`src/rtl/touch_pkg.sv`:
```
// touch_pkg
// Shared definitions for the resistive touch panel sampler: sampler FSM
// states, default conversion commands for the panel controller, coordinate
// width and the interval-load helper used by the sampler.
package touch_pkg;

  localparam int COORD_W = 12;

  // 12-bit differential conversions, X and Y channels.
  localparam logic [7:0] CMD_X_DEF = 8'hD0;
  localparam logic [7:0] CMD_Y_DEF = 8'h90;

  typedef enum logic [2:0] {
    S_IDLE,
    S_WAIT,
    S_SETUP,
    S_XFER_X,
    S_XFER_Y,
    S_HOLD
  } state_t;

  // A zero interval would never expire, so it is treated as one tick.
  function automatic logic [15:0] interval_load(input logic [15:0] period);
    return (period == 16'd0) ? 16'd1 : period;
  endfunction

endpackage

```
`src/rtl/touch_spi_xfer.sv`:
```
// touch_spi_xfer
// One 24-clock command/read on the panel controller's serial bus: 8 command
// bits MSB first, then 16 read clocks. Read clocks 1..12 carry the result
// MSB first; read clock 0 and 13..15 are discarded.
// Ports:
//   clk_clk, reset_reset_n : clock, synchronous active-low reset
//   start                  : one-cycle pulse, begins a transfer with cmd
//   cmd                    : 8-bit command shifted out on tp_din
//   tp_dout                : controller serial data out
//   tp_dclk, tp_din        : serial clock and data to the controller
//   done                   : one-cycle pulse when the transfer has finished
//   result                 : 12-bit conversion result, held until next start
module touch_spi_xfer
  import touch_pkg::*;
#(
  parameter int CLK_DIV = 25
) (
  input  logic               clk_clk,
  input  logic               reset_reset_n,
  input  logic               start,
  input  logic [7:0]         cmd,
  input  logic               tp_dout,
  output logic               tp_dclk,
  output logic               tp_din,
  output logic               done,
  output logic [COORD_W-1:0] result
);

  localparam int               DIV_W    = $clog2(CLK_DIV);
  localparam logic [DIV_W-1:0] DIV_LAST = DIV_W'(CLK_DIV - 1);
  localparam logic [4:0]       LAST_CLK = 5'd23;
  // Clock indices (within the 24) whose rising edge carries a result bit.
  localparam logic [4:0]       RD_FIRST = 5'd9;
  localparam logic [4:0]       RD_LAST  = 5'd20;

  logic             busy;
  logic [DIV_W-1:0] div_cnt;
  logic [4:0]       bit_cnt;
  logic [7:0]       cmd_sr;

  // NOTE: sequential state uses non-blocking assignments only, so every
  // register in this block sees pre-edge values regardless of statement order.
  always_ff @(posedge clk_clk) begin
    // NOTE: reset is synchronous; it is just the highest-priority branch.
    if (!reset_reset_n) begin
      busy    <= 1'b0;
      div_cnt <= '0;
      bit_cnt <= '0;
      cmd_sr  <= '0;
      tp_dclk <= 1'b0;
      tp_din  <= 1'b0;
      done    <= 1'b0;
      result  <= '0;
    end else begin
      done <= 1'b0;
      if (start) begin
        busy    <= 1'b1;
        div_cnt <= '0;
        bit_cnt <= '0;
        tp_dclk <= 1'b0;
        tp_din  <= cmd[7];
        cmd_sr  <= {cmd[6:0], 1'b0};
        result  <= '0;
      end else if (busy) begin
        if (div_cnt != DIV_LAST) begin
          div_cnt <= div_cnt + 1'b1;
        end else begin
          div_cnt <= '0;
          if (!tp_dclk) begin
            // Rising edge: sample the controller, which updates on falling.
            tp_dclk <= 1'b1;
            if (bit_cnt >= RD_FIRST && bit_cnt <= RD_LAST)
              result <= {result[COORD_W-2:0], tp_dout};
          end else begin
            // Falling edge: the only place tp_din may change. Zeros shifted
            // into cmd_sr keep tp_din low through the read clocks.
            tp_dclk <= 1'b0;
            if (bit_cnt == LAST_CLK) begin
              busy   <= 1'b0;
              done   <= 1'b1;
              tp_din <= 1'b0;
            end else begin
              bit_cnt <= bit_cnt + 1'b1;
              tp_din  <= cmd_sr[7];
              cmd_sr  <= {cmd_sr[6:0], 1'b0};
            end
          end
        end
      end
    end
  end

endmodule

```
`src/rtl/touch_sampler.sv`:
```
// touch_sampler
// Periodically samples X and Y from a resistive touch controller while the
// pen is down and sampling is enabled. Each transaction is one chip-select
// window holding an X transfer followed by a Y transfer.
// Ports:
//   clk_clk, reset_reset_n : clock, synchronous active-low reset
//   en                     : sampling enable
//   smp_period             : sample interval in PRESCALE ticks (0 acts as 1)
//   tp_pen_irq_n           : asynchronous active-low pen interrupt
//   tp_dout                : controller serial data out
//   tp_cs_n, tp_dclk, tp_din : controller chip select, clock, data in
//   pen_down               : synchronized pen state
//   xy_valid               : one-cycle strobe on new coordinates
//   x_pos, y_pos           : last valid coordinates
module touch_sampler
  import touch_pkg::*;
#(
  parameter int         CLK_DIV  = 25,
  parameter int         PRESCALE = 50,
  parameter logic [7:0] CMD_X    = CMD_X_DEF,
  parameter logic [7:0] CMD_Y    = CMD_Y_DEF
) (
  input  logic               clk_clk,
  input  logic               reset_reset_n,
  input  logic               en,
  input  logic [15:0]        smp_period,
  input  logic               tp_pen_irq_n,
  input  logic               tp_dout,
  output logic               tp_cs_n,
  output logic               tp_dclk,
  output logic               tp_din,
  output logic               pen_down,
  output logic               xy_valid,
  output logic [COORD_W-1:0] x_pos,
  output logic [COORD_W-1:0] y_pos
);

  localparam int               DIV_W    = $clog2(CLK_DIV);
  localparam logic [DIV_W-1:0] DIV_LAST = DIV_W'(CLK_DIV - 1);
  localparam int               PRE_W    = (PRESCALE > 1) ? $clog2(PRESCALE) : 1;
  localparam logic [PRE_W-1:0] PRE_LAST = PRE_W'(PRESCALE - 1);

  state_t               state;
  logic                 pen_s1, pen_s2;
  logic [15:0]          int_cnt;
  logic [PRE_W-1:0]     pre_cnt;
  logic [DIV_W-1:0]     ph_cnt;
  logic [COORD_W-1:0]   x_res;
  logic                 xfer_start;
  logic                 xfer_done;
  logic [COORD_W-1:0]   xfer_result;
  logic [7:0]           xfer_cmd;

  // Two-flop synchronizer; idles at 1 (pen up).
  always_ff @(posedge clk_clk) begin
    if (!reset_reset_n) begin
      pen_s1 <= 1'b1;
      pen_s2 <= 1'b1;
    end else begin
      pen_s1 <= tp_pen_irq_n;
      pen_s2 <= pen_s1;
    end
  end

  assign pen_down = ~pen_s2;

  // The start pulse is issued on the cycle the FSM is already in the
  // matching XFER state, so the command follows the current state.
  assign xfer_cmd = (state == S_XFER_Y) ? CMD_Y : CMD_X;

  always_ff @(posedge clk_clk) begin
    if (!reset_reset_n) begin
      state      <= S_IDLE;
      tp_cs_n    <= 1'b1;
      xy_valid   <= 1'b0;
      x_pos      <= '0;
      y_pos      <= '0;
      int_cnt    <= '0;
      pre_cnt    <= '0;
      ph_cnt     <= '0;
      x_res      <= '0;
      xfer_start <= 1'b0;
    end else begin
      xy_valid   <= 1'b0;
      xfer_start <= 1'b0;
      case (state)
        S_IDLE: begin
          if (en && pen_down) begin
            state   <= S_WAIT;
            int_cnt <= interval_load(smp_period);
            pre_cnt <= '0;
          end
        end
        S_WAIT: begin
          if (!en || !pen_down) begin
            state   <= S_IDLE;
            int_cnt <= '0;
            pre_cnt <= '0;
          end else if (pre_cnt == PRE_LAST) begin
            pre_cnt <= '0;
            if (int_cnt <= 16'd1) begin
              int_cnt <= '0;
              state   <= S_SETUP;
              tp_cs_n <= 1'b0;
              ph_cnt  <= '0;
            end else begin
              int_cnt <= int_cnt - 1'b1;
            end
          end else begin
            pre_cnt <= pre_cnt + 1'b1;
          end
        end
        S_SETUP: begin
          if (ph_cnt == DIV_LAST) begin
            ph_cnt     <= '0;
            state      <= S_XFER_X;
            xfer_start <= 1'b1;
          end else begin
            ph_cnt <= ph_cnt + 1'b1;
          end
        end
        S_XFER_X: begin
          // Chip select stays low straight into the Y transfer.
          if (xfer_done) begin
            x_res      <= xfer_result;
            state      <= S_XFER_Y;
            xfer_start <= 1'b1;
          end
        end
        S_XFER_Y: begin
          if (xfer_done) begin
            state  <= S_HOLD;
            ph_cnt <= '0;
          end
        end
        S_HOLD: begin
          if (ph_cnt == DIV_LAST) begin
            ph_cnt  <= '0;
            tp_cs_n <= 1'b1;
            // The transfer always completes; a released pen only drops data.
            // y comes straight from the sub-module, which holds it until the
            // next start.
            if (pen_down) begin
              xy_valid <= 1'b1;
              x_pos    <= x_res;
              y_pos    <= xfer_result;
            end
            if (en && pen_down) begin
              state   <= S_WAIT;
              int_cnt <= interval_load(smp_period);
              pre_cnt <= '0;
            end else begin
              state <= S_IDLE;
            end
          end else begin
            ph_cnt <= ph_cnt + 1'b1;
          end
        end
        default: state <= S_IDLE;
      endcase
    end
  end

  touch_spi_xfer #(
    .CLK_DIV(CLK_DIV)
  ) u_xfer (
    .clk_clk       (clk_clk),
    .reset_reset_n (reset_reset_n),
    .start         (xfer_start),
    .cmd           (xfer_cmd),
    .tp_dout       (tp_dout),
    .tp_dclk       (tp_dclk),
    .tp_din        (tp_din),
    .done          (xfer_done),
    .result        (xfer_result)
  );

endmodule

```
`config.mk`:
```
export PLATFORM = sky130hd
export DESIGN_NAME = touch_sampler
export DESIGN_NICKNAME = d
export VERILOG_FILES = /design/src/rtl/touch_pkg.sv /design/src/rtl/touch_spi_xfer.sv /design/src/rtl/touch_sampler.sv
export SDC_FILE = /design/constraint.sdc
export NUM_CORES = 1
export LEC_CHECK = 0
export CAP_MARGIN = 0
export CORE_MARGIN = 1
export CORE_UTILIZATION = 61
export DETAILED_ROUTE_END_ITERATION = 8
export GPL_ROUTABILITY_DRIVEN = 0
export MAX_ROUTING_LAYER = met4
export PLACE_DENSITY = 0.85
export SETUP_SLACK_MARGIN = 0.05
export SYNTH_ARGS = -nofsm -noshare
export SYNTH_HDL_FRONTEND = slang
export SYNTH_HIERARCHICAL = 1
export SYNTH_SLANG_ARGS = --single-unit
export TNS_END_PERCENT = 20
```
`constraint.sdc`:
```
create_clock -name clk_clk -period 4.7 [get_ports clk_clk]
set_input_delay 0.47 -clock clk_clk [delete_from_list [all_inputs] [get_ports clk_clk]]
set_output_delay 0.47 -clock clk_clk [all_outputs]
set_load 0.02 [all_outputs]
```
==> impl_results.md, run 1 <==
* Critical Path RT at around 5 ns
* Leakage at 2.08 nW
* CTS root buffer: clkbuf_8
* Most frequent cells in the layout: nand2_1 (121), dfxtp_1 (104), a21oi_1 (63), clkdlybuf4s50_1 (49), nor2_1 (42)
* Rows at 32
* Final Non-Filler Cells at between 700 and 800
* Main synth FF type: dfxtp_1
* Layout Nets at between 600 and 700
* Mapped Avg Cell Area at slightly above 8 um2
* Final period util at about half
* Gr ovfl total at 0
* Cell Area, Placed at between 0.005 and 0.006 mm2
* FF-to-FF setup slack at 2.41 ns
* Design area at 0.00554 mm2
* Hold crit path type: flip-flop to flip-flop
* Yosys warns at 6
* Total of max-cap violations at 0
* First-pass GRT wire length at 17.9 mm
* Power per Cell Area at around 380 mW/mm2
* Fillers at 621
* Detailed placement HPWL at 7.40 mm
* CP startpoint kind: primary input
* Setup Total Neg Slack at 0 ns
* Vias/cell at about 6
* Pre-CTS setup slack at roughly 2.0 ns
* Tot GR Track Use at a little over a quarter
* Maximum VDD drop at 299 uV
* Hold WS at 0.432 ns
* Die H at 90.8 um
* Worst hold start: pen_s1
* Yosys top cell by area: dfxtp_1
* Period minus WS final at 2.36 ns
* EDFF count, synth at 0
* Final ANT Viol Nets at 0
* Initial core utilization at between 60% and 70%
* Mapped Area at 0.00481 mm2
* Buffer depth of the longest clock path at 2
* Largest cells by area after synthesis: dfxtp_1 (43%), nand2_1 (9.4%), a21oi_1 (6.6%), mux2i_1 (4.4%), nor2_1 (3.3%)
* Max-slew headroom at roughly a third
* Number of global-route vias before repair at 3994
* DR DRC count at 0
* Outcome: finished clean
* Fin. max-slew vios at 0
* Tot Pwr at 2.09 mW
* Share of cells above drive strength 1 at 5.43%
* Post-synthesis sequential area ratio at between 40% and 50%
* Worst-skew pair later-pin latency at about 0.38 ns
* Setup-failing EPs final at 0
* # diodes at 0
* Largest net degree at the start of global routing at 44
* Post-CTS setup buffers at 0
* Vias after detailed routing at approximately 4400
* Area Overhead vs Synth at 15.2%
* Port Buffers at 49
* CP endpoint kind: flip-flop
* Synthesized flop and latch total at ~100
* Share of the synthesized area in the top cell type at roughly 43%
* Yosys cell types at 60
* R2r endpoint: pre_cnt[5]
* Tightest Pin Transition at 0.968 ns
* Post-Place Cells at between 700 and 800
* Post-Synthesis Cells at 584
* Reg2reg path depth at 7
* Num CTS Buffers at 9
* Die area at approximately 0.0083 mm2
* Critical path type: primary input to flip-flop
* PnR worst setup slack at 2.34 ns
* Worst EP arrival at around 2.7 ns
* Final WL at 10.8 mm
* Chip Width at ~91 um
* I/O pin total at 50
* Finished Core Util at 72.1%
* Initial antenna violation count at 0
* R2R Path Start: ph_cnt[0]
* Commonest non-fill, non-tap cell in the layout: nand2_1
* CORE AREA at ~0.0077 mm2
* Hold buffer count at cts at 0
* Final Hold Fails at 0
* Unrepaired setup endpoints after global routing: no
* Initial DRC Count at between 200 and 300
* Ys async rst share at 0%
* CTS sink cnt at ~100
* Htree depth at 3
* Max Clk Rate at roughly 420 MHz
* Clk slew on worst S/H paths at 0.11 ns
* Resize count post-CTS at 0
* Hold path depth at 1
* Hold-critical path endpoint: pen_s2
* Drt wl/cell at between 10 and 15 um
* Worst Path Max Fanout at 22
* CTS tree: built
* Clock Skew at 0.0117 ns
* First-pass iteration count of the detailed router at 5
[routing by layer]
layer | vias to the layer above | GRT usage, % | routed length (um)
met5 | - | - | 0
met4 | 0 | 12.7 | 236
met3 | 28 | 3.79 | 609
met2 | 168 | 45.4 | 5330
met1 | 2064 | 32.8 | 4590
li1 | 2127 | - | -
[area by class of cell]
type	count	area [um2]	share of cell area, %
Tap cell	102	128	2.30
Sequential cell	104	2080	37.6
Clock inverter	7	86.3	1.56
Multi-Input combinational cell	437	2540	45.9
Clock buffer	9	124	2.23
Inverter	16	60.1	1.08
Timing Repair Buffer	53	520	9.39
[worst max-delay path, cell delays in order]
cell,delay [ns]
clkdlybuf4s50_1,0.91
nor2b_1,0.85
nand2_1,0.23
mux2i_1,0.21
[worst max path at each step]
stage                                   end           from  slack [ns]
final                      u_xfer/result[6]  reset_reset_n        2.34
after CTS                  u_xfer/result[6]  reset_reset_n        2.38
after floorplan                  pre_cnt[5]      ph_cnt[0]        2.66
after global placement    u_xfer/div_cnt[3]  reset_reset_n        2.16
after global routing            int_cnt[14]     int_cnt[0]        2.22
after detailed placement   u_xfer/result[8]  reset_reset_n        2.01
[logic make-up after synthesis]
| logic type | count (synthesis) | share of synthesized area [%] |
|---|---|---|
| AO/OA/AOI/OAI | 133 | 17.3 |
| XOR/XNOR | 15 | 2.73 |
| adder cells (fa/ha/maj) | 11 | 2.86 |
| buffers and inverters | 48 | 4.42 |
| flip-flops | 104 | 43.3 |
| multiplexers | 21 | 4.37 |
| other | 2 | 0.156 |
| AND/OR/NAND/NOR | 250 | 24.9 |
[cell usage after synthesis (all sizes together) (5+ instances only)]
| library cell | instances |
|---|---|
| nand2 | 122 |
| nand4 | 7 |
| mux2i | 21 |
| a221oi | 6 |
| nand2b | 7 |
| nor4 | 8 |
| or3 | 5 |
| a21oi | 64 |
| or4 | 6 |
| and3 | 5 |
| xnor2 | 9 |
| nor2 | 43 |
| inv | 16 |
| buf | 8 |
| nor3 | 13 |
| clkbuf | 24 |
| ha | 11 |
| o21ai | 23 |
| dfxtp | 104 |
| nand3 | 12 |
| xor2 | 6 |
[where the power goes]
group,switching (mW),leakage (nW),internal (mW)
logic,0.324,1.13,0.216
registers,0.0571,0.840,0.921
clock network,0.353,0.105,0.214
[sequential cells by signal (all words and copies together), names as in the netlist, 3 cells and up]
register / count
int_cnt: 16
u_xfer/cmd_sr: 7
u_xfer/bit_cnt: 5
x_res: 12
u_xfer/result: 12
ph_cnt: 5
x_pos: 12
y_pos: 12
state: 3
u_xfer/div_cnt: 5
pre_cnt: 6
Note: power is estimated with default switching activity, not from simulation.
==> run 2, diff against run 1 <==
--- a/config.mk
+++ b/config.mk
@@ -7,11 +7,11 @@
 export LEC_CHECK = 0
 export CAP_MARGIN = 0
 export CORE_MARGIN = 1
-export CORE_UTILIZATION = 61
+export CORE_UTILIZATION = 51
 export DETAILED_ROUTE_END_ITERATION = 8
 export GPL_ROUTABILITY_DRIVEN = 0
 export MAX_ROUTING_LAYER = met4
-export PLACE_DENSITY = 0.85
+export PLACE_DENSITY = 0.76
 export SETUP_SLACK_MARGIN = 0.05
 export SYNTH_ARGS = -nofsm -noshare
 export SYNTH_HDL_FRONTEND = slang
==> constraint.sdc (replaced) <==
create_clock -name clk_clk -period 1.9 [get_ports clk_clk]
set_input_delay 0.19 -clock clk_clk [delete_from_list [all_inputs] [get_ports clk_clk]]
set_output_delay 0.19 -clock clk_clk [all_outputs]
set_load 0.02 [all_outputs]
==> run 2 against run 1 <==
  * The run now ends with setup timing left
  * Non-clock buffer count is 62 higher
  * Cell count up 9.8%
  * Wire length grew 9.6%
  * Clock power rose to 2.6 times the previous value
  * First-iteration DRC count fell by 37%
  * Hold slack worse by 0.063 ns
  * Clock-buffer cell count is the same
  * Sequential cell count is the same
  * Power rose to 3.0 times the previous value
  * Critical path depth increased by 1
  * Via count rose by 4.0%
  * Critical path type is now flip-flop to flip-flop
==> impl_results.md, run 2 (synthesis gave the netlist of run 1 again) <==
* Setup Total Neg Slack at -0.0128 ns (was 0 ns)
* Buffer depth of the longest clock path at 2 (unchanged)
* Post-Place Cells at 774 (was 712)
* Die area at 0.00983 mm2 (was 0.00825 mm2)
* Worst EP arrival at 2.19 ns (was 2.66 ns)
* Max-slew headroom at 65.7% (was 35.3%)
* Drt wl/cell at 14.8 um (about the same)
* Hold WS at 0.368 ns (was 0.432 ns)
* Biggest register: int_cnt (unchanged)
* I/O pin total at 50 (unchanged)
* Num CTS Buffers at 9 (unchanged)
* Largest net degree at the start of global routing at 38 (was 44)
* Setup-failing EPs final at 2 (was 0)
* Critical Path Max Stage Delay at 0.56 ns (was 0.91 ns)
* CP startpoint kind: flip-flop (was primary input)
* Hold buffer count at cts at 0 (unchanged)
* Final Non-Filler Cells at 799 (was 728)
* Max reg flops at 16 (unchanged)
* Critical Path RT at 2.18 ns (was 5.00 ns)
* CTS root buffer: clkbuf_8 (unchanged)
* First-pass iteration count of the detailed router at 5 (unchanged)
* Vias after detailed routing at 4562 (was 4387)
* Initial DRC Count at 180 (was 284)
* Clk slew on worst S/H paths at 0.10 ns (was 0.11 ns)
* Power per Cell Area at 973 mW/mm2 (was 376 mW/mm2)
* CTS sink cnt at 104 (unchanged)
* Final period util at 101%
* Worst hold start: tp_pen_irq_n (was pen_s1)
* Failing checks: setup timing
* First-pass GRT wire length at 19.9 mm (was 17.9 mm)
* Rows at 35 (was 32)
* R2R Path Start: int_cnt[7] (was ph_cnt[0])
* Fillers at 701 (was 621)
* Tightest Pin Transition at 0.513 ns (was 0.968 ns)
* Die H at 99.2 um (was 90.8 um)
* Share of cells above drive strength 1 at 20.1% (was 5.43%)
* Outcome: finished with violations (was finished clean)
* Most frequent cells in the layout: nand2_1 (121), dfxtp_1 (95), a21oi_1 (62), buf_4 (57), clkdlybuf4s50_1 (49) (was nand2_1 (121), dfxtp_1 (104), a21oi_1 (63), clkdlybuf4s50_1 (49), nor2_1 (42))
* CP Cell Sequence: or4_4, nor2_4, nand3_1, a221o_1, a31o_1 (was clkdlybuf4s50_1, nor2b_1, nand2_1, mux2i_1)
* Maximum VDD drop at 656 uV (was 299 uV)
* Hold crit path type: primary input to flip-flop (was flip-flop to flip-flop)
* CTS tree: built (unchanged)
* Area Overhead vs Synth at 31.5% (was 15.2%)
* CP endpoint kind: flip-flop (unchanged)
* Max Clk Rate at between 500 and 600 MHz
* Unrepaired setup endpoints after global routing: yes (was no)
* # diodes at 0 (unchanged)
* Tot Pwr at 6.16 mW (was 2.09 mW)
* CP max stage cell: or4_4 (was clkdlybuf4s50_1)
* Worst-skew pair later-pin latency at 0.38 ns (about the same)
* Final ANT Viol Nets at 0 (unchanged)
* Fin. max-slew vios at 0 (unchanged)
* Layout Nets at 715 (was 653)
* Total of max-cap violations at 0 (unchanged)
* DR DRC count at 0 (unchanged)
* Initial antenna violation count at 0 (unchanged)
* Chip Width at 99.2 um (was 90.8 um)
* Port Buffers at 49 (unchanged)
* Leakage at 2.46 nW (was 2.08 nW)
* Worst setup startpoint: int_cnt[7] (was reset_reset_n)
* Vias/cell at 5.71 (was 6.03)
* Number of global-route vias before repair at 4413 (was 3994)
* Detailed placement HPWL at 7.95 mm (was 7.40 mm)
* Commonest non-fill, non-tap cell in the layout: nand2_1 (unchanged)
* Gr ovfl total at 0 (unchanged)
* Clock Skew at 0.0106 ns (was 0.0117 ns)
* CORE AREA at 0.00920 mm2 (was 0.00769 mm2)
* Worst Path Max Fanout at 4 (was 22)
* Initial core utilization at 52.3% (was 62.6%)
* Tot GR Track Use at 25.5% (was 27.3%)
* Final WL at 11.8 mm (was 10.8 mm)
* Htree depth at 3 (unchanged)
* Period minus WS final at around 1.9 ns
* PnR worst setup slack at -0.0103 ns (was 2.34 ns)
* Critical path type: flip-flop to flip-flop (was primary input to flip-flop)
* Final Hold Fails at 0 (unchanged)
-- run 2: power breakdown --
part	total (mW)	leakage [nW]	internal [mW]	switching, mW
clock	1.50	0.109	0.652	0.848
sequential	2.37	0.844	2.28	0.0886
combinational	2.28	1.51	1.10	1.19
total	6.16	2.46	4.03	2.12
-- run 2: metrics by stage --
stage / worst slack (ns) / area [um2] / util (%)
global placement: -0.0826 / 5790 / 62.9
detailed placement: -0.134 / 5790 / 62.9
finish: -0.0103 / 6330 / 68.8
global route: -0.104 / 6330 / 68.8
floorplan: -0.0329 / 4840 / -
CTS: 0.0364 / 6120 / 66.6
-- run 2: what timing repair did --
action,4_1_cts,5_1_grt
setup buffers,6,3
setup endpoints to repair,19,62
pin swaps,9,15
gates resized for setup,15,46
-- run 2: worst paths after layout --
kind | endpoint | cells past startpoint | slack [ns]
worst max-delay path | state[2] | 5 | -0.01
worst min-delay path | pen_s1 | 2 | 0.37
worst max register to register | state[2] | 5 | -0.01
worst min register to register | pen_s2 | 1 | 0.42
-- run 2: per-layer routing --
layer / vias up / global-route usage, % / part of all wire, %
met5: - / - / 0
met4: 0 / 10.3 / 2.3
met1: 2108 / 30.1 / 43
li1: 2252 / - / -
met3: 33 / 5.20 / 5.8
met2: 169 / 42.9 / 49
-- run 2: worst max-delay path: cells and delay by family, from the launching register on --
family | cells | cell delay [ns]
AOI/OAI and AO/OA | 2 | 0.64
DFF | 1 | 0.33
and+or+nand+nor | 3 | 0.84
-- run 2: final cells by class --
| cell class | count | area [um2] | area share (%) |
|---|---|---|---|
| timing repair buffer | 115 | 1050 | 16.6 |
| clock buffer | 9 | 124 | 1.96 |
| clock inverter | 7 | 96.3 | 1.52 |
| multi-input combinational | 437 | 2770 | 43.7 |
| inverter | 16 | 60.1 | 0.949 |
| tap | 111 | 139 | 2.19 |
| sequential | 104 | 2090 | 33.1 |
